$ cat src/rtl/data_transposer.sv
// data_transposer: collects NUM_WORDS elements and writes them to MVU data RAM as bit planes.
// Define DATA_TRANSPOSER_LSB_FIRST_EN to write the LSB plane at baddr instead of the MSB plane.
module data_transposer #(
  parameter int NUM_WORDS     = 64,
  parameter int XLEN          = 32,
  parameter int MVU_ADDR_LEN  = 15,
  parameter int MVU_DATA_LEN  = 64,
  parameter int MAX_DATA_PREC = 16
) (
  input  logic                    clk,
  input  logic                    rst_n,
  input  logic [31:0]             prec,
  input  logic [31:0]             baddr,
  input  logic [XLEN-1:0]         iword,
  input  logic                    start,
  output logic                    busy,
  output logic                    mvu_wr_en,
  output logic [MVU_ADDR_LEN-1:0] mvu_wr_addr,
  output logic [MVU_DATA_LEN-1:0] mvu_wr_word
);
  localparam int CW = $clog2(NUM_WORDS + MAX_DATA_PREC + 1);
  localparam int PW = $clog2(MAX_DATA_PREC + 1);
  localparam int IW = (MAX_DATA_PREC > 1) ? $clog2(MAX_DATA_PREC) : 1;
  typedef enum logic [1:0] {IDLE, LOAD, WRITE} state_t;
  state_t state, state_n;
  logic [CW-1:0] cnt, cnt_n;
  logic [PW-1:0] p, p_n, p_in, k, idx;
  logic [MVU_ADDR_LEN-1:0] base, base_n, addr_n;
  logic [MVU_DATA_LEN-1:0] word_n, src;
  logic busy_n, wr_en_n, shift_en;
  logic [MVU_DATA_LEN-1:0] planes [MAX_DATA_PREC];
  logic [MVU_DATA_LEN-1:0] shifted [MAX_DATA_PREC];
  // Each element shifts in from the top, so after NUM_WORDS shifts element i sits at bit i.
  for (genvar g = 0; g < MAX_DATA_PREC; g++) begin : g_plane
    assign shifted[g] = {iword[g], planes[g][MVU_DATA_LEN-1:1]};
  end
  assign shift_en = (state == LOAD) || (state == IDLE && start);
  assign p_in = (prec > 32'(MAX_DATA_PREC)) ? PW'(MAX_DATA_PREC) : prec[PW-1:0];
  assign k = (state == WRITE) ? cnt[PW-1:0] : '0;
`ifdef DATA_TRANSPOSER_LSB_FIRST_EN
  assign idx = k;
`else
  assign idx = p - PW'(1) - k;
`endif
  // The first plane is emitted on the edge that captures the last element, so read the shifted view.
  assign src = (state == LOAD) ? shifted[idx[IW-1:0]] : planes[idx[IW-1:0]];
  always_ff @(posedge clk)
    if (shift_en) planes <= shifted;
  always_comb begin
    state_n = state;
    cnt_n   = cnt;
    p_n     = p;
    base_n  = base;
    busy_n  = busy;
    wr_en_n = 1'b0;
    addr_n  = '0;
    word_n  = '0;
    case (state)
      IDLE: if (start) begin
        state_n = (prec == 32'd0) ? WRITE : LOAD;
        cnt_n   = CW'(1);
        p_n     = p_in;
        base_n  = baddr[MVU_ADDR_LEN-1:0];
        busy_n  = 1'b1;
      end
      LOAD: begin
        cnt_n = cnt + CW'(1);
        if (cnt == CW'(NUM_WORDS - 1)) begin
          state_n = WRITE;
          cnt_n   = CW'(1);
          wr_en_n = 1'b1;
          addr_n  = base;
          word_n  = src;
        end
      end
      WRITE: if (cnt < CW'(p)) begin
        cnt_n   = cnt + CW'(1);
        wr_en_n = 1'b1;
        addr_n  = base + MVU_ADDR_LEN'(cnt);
        word_n  = src;
      end else begin
        state_n = IDLE;
        busy_n  = 1'b0;
      end
      default: state_n = IDLE;
    endcase
  end
  always_ff @(posedge clk or negedge rst_n)
    if (!rst_n) begin
      state       <= IDLE;
      cnt         <= '0;
      p           <= '0;
      base        <= '0;
      busy        <= 1'b0;
      mvu_wr_en   <= 1'b0;
      mvu_wr_addr <= '0;
      mvu_wr_word <= '0;
    end else begin
      state       <= state_n;
      cnt         <= cnt_n;
      p           <= p_n;
      base        <= base_n;
      busy        <= busy_n;
      mvu_wr_en   <= wr_en_n;
      mvu_wr_addr <= addr_n;
      mvu_wr_word <= word_n;
    end
endmodule

$ cat config.mk
export PLATFORM = sky130hd
export DESIGN_NAME = data_transposer
export DESIGN_NICKNAME = d
export VERILOG_FILES = /design/src/rtl/data_transposer.sv
export SDC_FILE = /design/constraint.sdc
export NUM_CORES = 1
export LEC_CHECK = 0
export ABC_AREA = 1
export ABC_CLOCK_PERIOD_IN_PS = 65300
export BUFFER_PORTS_ARGS = -buffer_cell sky130_fd_sc_hd__buf_4
export CAP_MARGIN = 10
export CORE_MARGIN = 2
export CORE_UTILIZATION = 45
export CTS_BUF_LIST = sky130_fd_sc_hd__clkbuf_8
export CTS_CLUSTER_SIZE = 12
export DETAILED_ROUTE_END_ITERATION = 16
export GPL_TIMING_DRIVEN = 0
export MAX_ROUTING_LAYER = met4
export PLACE_DENSITY_LB_ADDON = 0.3
export SYNTH_ARGS = -nofsm -noshare
export SYNTH_HDL_FRONTEND = slang
export SYNTH_SLANG_ARGS = --single-unit
$ cat constraint.sdc
create_clock -name clk -period 65.3 [get_ports clk]
set_clock_uncertainty 0.05 [all_clocks]
set_input_delay 9.795 -clock clk [delete_from_list [all_inputs] [get_ports clk]]
set_output_delay 9.795 -clock clk [all_outputs]
set_load 0.05 [all_outputs]
==> reports/metrics.yaml <==
power_and_ir_drop:
  p_leak_nw: 20.9
  irDropWorstVdd_mv: 0.0290
  power_density_nw_per_um2: 54.0
clock_network:
  clock_latency_ns: 0.89
  ctsResizeCount: 0
  cts_htree_levels: 4
  clk_pin_slew_ns: 0.06
  clk_path_buf_depth: 3
  cts_sinks: 1134
  holdBufCountCts: 0
  cts_made_buffers: 178
  cts_tree: "done"
  clockRootBuffer: "clkbuf_8"
  postCtsSetupBuffers: 0
sta:
  fin_crit_sh_pct: 18.8
  setup_viol: 0
  worst_slack_ns: 53.04
  hold_viol: 0
  finalSetupTns_ns: 0
  maxSlewViolCount: 0
  fmax_mhz: 81.5
  period_minus_slack_ns: 12.27
  tightestPinTransition_ns: 1.09
  rsz0062_at_grt: "no"
  relSlewSlack_pct: 27.1
drt:
  first_pass_iters: 6
  num_vias: 33300
  viasPerCell: 5.60
  post_drt_wl_per_cell_um: 23.0
  drc: 0
  dr.first_iter.drc_count: 4543
  antenna_left: 0
  wirelength_mm: 136
final_layout:
  multiInputGateArea_um2: 11500
  final_nets: 4548
  final_layout_size_suffix_gt1_share_pct: 9.85
  nFillCells: 9039
  regArea_um2: 33500
  final_util_pct: 51.8
  syn2layout_area_growth_pct: 14.1
synthesis:
  seq_area_frac_synth_pct: 72.4
  synthCells: 4087
  synth.cell_area_um2: 46300
  ys_ff_latch: 1134
  synth_cell_type_count: 33
  yosys_warnings: 0
  synth_area_leaders: "edfxtp_1, nand2_1, nand3_1"
  avgSynthCellArea_um2: 11.3
  synth_top_area_cell: "edfxtp_1"
  synthArstFlopShare_pct: 9.70
  synth_most_common_cell: "nand2_1"
  synth_common_cells: "nand2_1, edfxtp_1, nand3_1"
  synth_edf_count: 1024
  synth_nets: 4206
  ys.flop_type: "edfxtp_1"
  synth_top_cell_area_share_pct: 66.5
setup_path:
  path_delay_family: "buffers and inverters"
  cp.required_ns: 65.77
  cp.buffers_inverters: 6
  cp_max_fo: 69
  slowest_delay_ns: 0.69
  critical_path_class: "in2reg"
  cp_cell_sequence: "buf_4 -> nand2_1 -> clkbuf_1 -> nand2_4 -> buf_16 -> buf_16 -> buf_16 -> buf_16"
  cp_common_cell: "buf_16"
  slowest_stage: "nand2_4"
  cp-end-kind: "flop"
  start_kind: "input pin"
  cp.arrival_ns: 12.73
grt:
  antenna_found_initial: 9
  grt_pass1_vias: 31000
  grt_pass1_wl_mm: 200
  grt_overflow_total: 0
  grt.total_usage_pct: 26.3
  grt_max_degree: 88
floorplan:
  start_util_pct: 45.4
  core_area_um2: 102000
  design.die.area_um2: 105000
  die_x_um: 325
  num_rows: 117
  fp.dieH_um: 325
  io_pins: 180
placed_design:
  io_buffers: 146
  dp_hpwl_mm: 97.0
  pre_cts_ws_ns: 52.16
  gp_congestion: 0.931
status:
  outcome: "complete, no violations"
hold_path:
  hold_class: "reg2reg"
run:
  cap_viol_max_count: 0
==> layer usage <==
metal  up-vias  wire length (um)  track usage [%]  part of all wire [%]
met5         -                 0                -                     0
met4         0              3680             8.45                   2.7
met3       217             16000             6.10                    12
met2      1857             60200             37.7                    44
met1     16300             56500             37.0                    41
li1      14900                 -                -                     -
==> cells by family after synthesis <==
logic type | after synthesis | synth area share [%]
flip-flops | 1134 | 72.4
buffers and inverters | 297 | 2.65
adder cells (fa/ha/maj) | 20 | 0.573
AND/OR/NAND/NOR | 2578 | 23.6
XOR/XNOR | 8 | 0.151
AO/OA/AOI/OAI | 50 | 0.576
==> layout by cell type (no fill, tap or decap), types with 2 or more instances in the layout <==
master / n
inv_2: 5
fa_1: 2
clkinv_1: 44
clkinv_2: 19
buf_4: 146
nor2_4: 2
dfrtp_1: 110
xor2_1: 7
nand3b_1: 2
o21ai_1: 3
bufinv_16: 3
buf_16: 16
nand2_1: 1508
nand3_1: 948
o22ai_1: 2
o21ai_0: 22
nor2_1: 105
buf_2: 46
clkbuf_8: 191
diode_2: 3
edfxtp_1: 1024
ha_1: 18
inv_6: 3
a21oi_1: 21
nand4_1: 5
buf_6: 7
clkinvlp_4: 5
and2_1: 2
clkbuf_1: 150
inv_1: 101
buf_1: 40
==> flip-flops by register name (all words and copies together) (netlist names) <==
signal and cells:
planes 1024, mvu_wr_word 64, base 15, mvu_wr_addr 15, cnt 7, p 5, state 2, busy 1
mvu_wr_en 1
==> power by group <==
group | internal [W] | switching, W | leakage [nW] | total (W)
combinational | 0.000202 | 0.000509 | 7.55 | 0.000711
sequential | 0.00134 | 0.000229 | 11.4 | 0.00157
clock | 0.000282 | 0.000287 | 1.87 | 0.000569
total | 0.00182 | 0.00102 | 20.9 | 0.00285
==> path summary, 6_finish.rpt <==
path | slack [ns] | depth (start not counted) | from | to
min reg2reg | 0.37 | 0 | planes[2] | planes[1]
max reg2reg | 60.25 | 17 | state[0] | mvu_wr_word[27]
min | 0.37 | 0 | planes[2] | planes[1]
min in group asynchronous | 8.73 | 1 | rst_n | mvu_wr_word[45]
max in group asynchronous | 55.67 | 2 | rst_n | mvu_wr_word[27]
max | 53.04 | 8 | start | planes[245]
==> final cells by class <==
type	count	share of cell area, %
clock inverter	129	1.21
timing repair buffer	162	2.92
antenna	3	0.0142
inverter	54	0.389
sequential	1134	63.5
multi-input combinational	2656	21.9
tap	1368	3.24
clock buffer	191	4.98
buffer	243	1.93
==> stage by stage <==
stage / area (um^2) / instances / total power [W] / hold slack (ns)
floorplan: 46300 / 4087 / 0.00230 / 0.376
global placement: 49100 / 5601 / 0.00276 / 0.378
detailed placement: 49500 / 5617 / 0.00227 / 0.382
CTS: 52800 / 5937 / 0.00284 / 0.373
global route: 52800 / 5940 / 0.00299 / 0.377
finish: 52800 / 5940 / 0.00285 / 0.369
No activity file was read; power rests on OpenSTA's default activity.
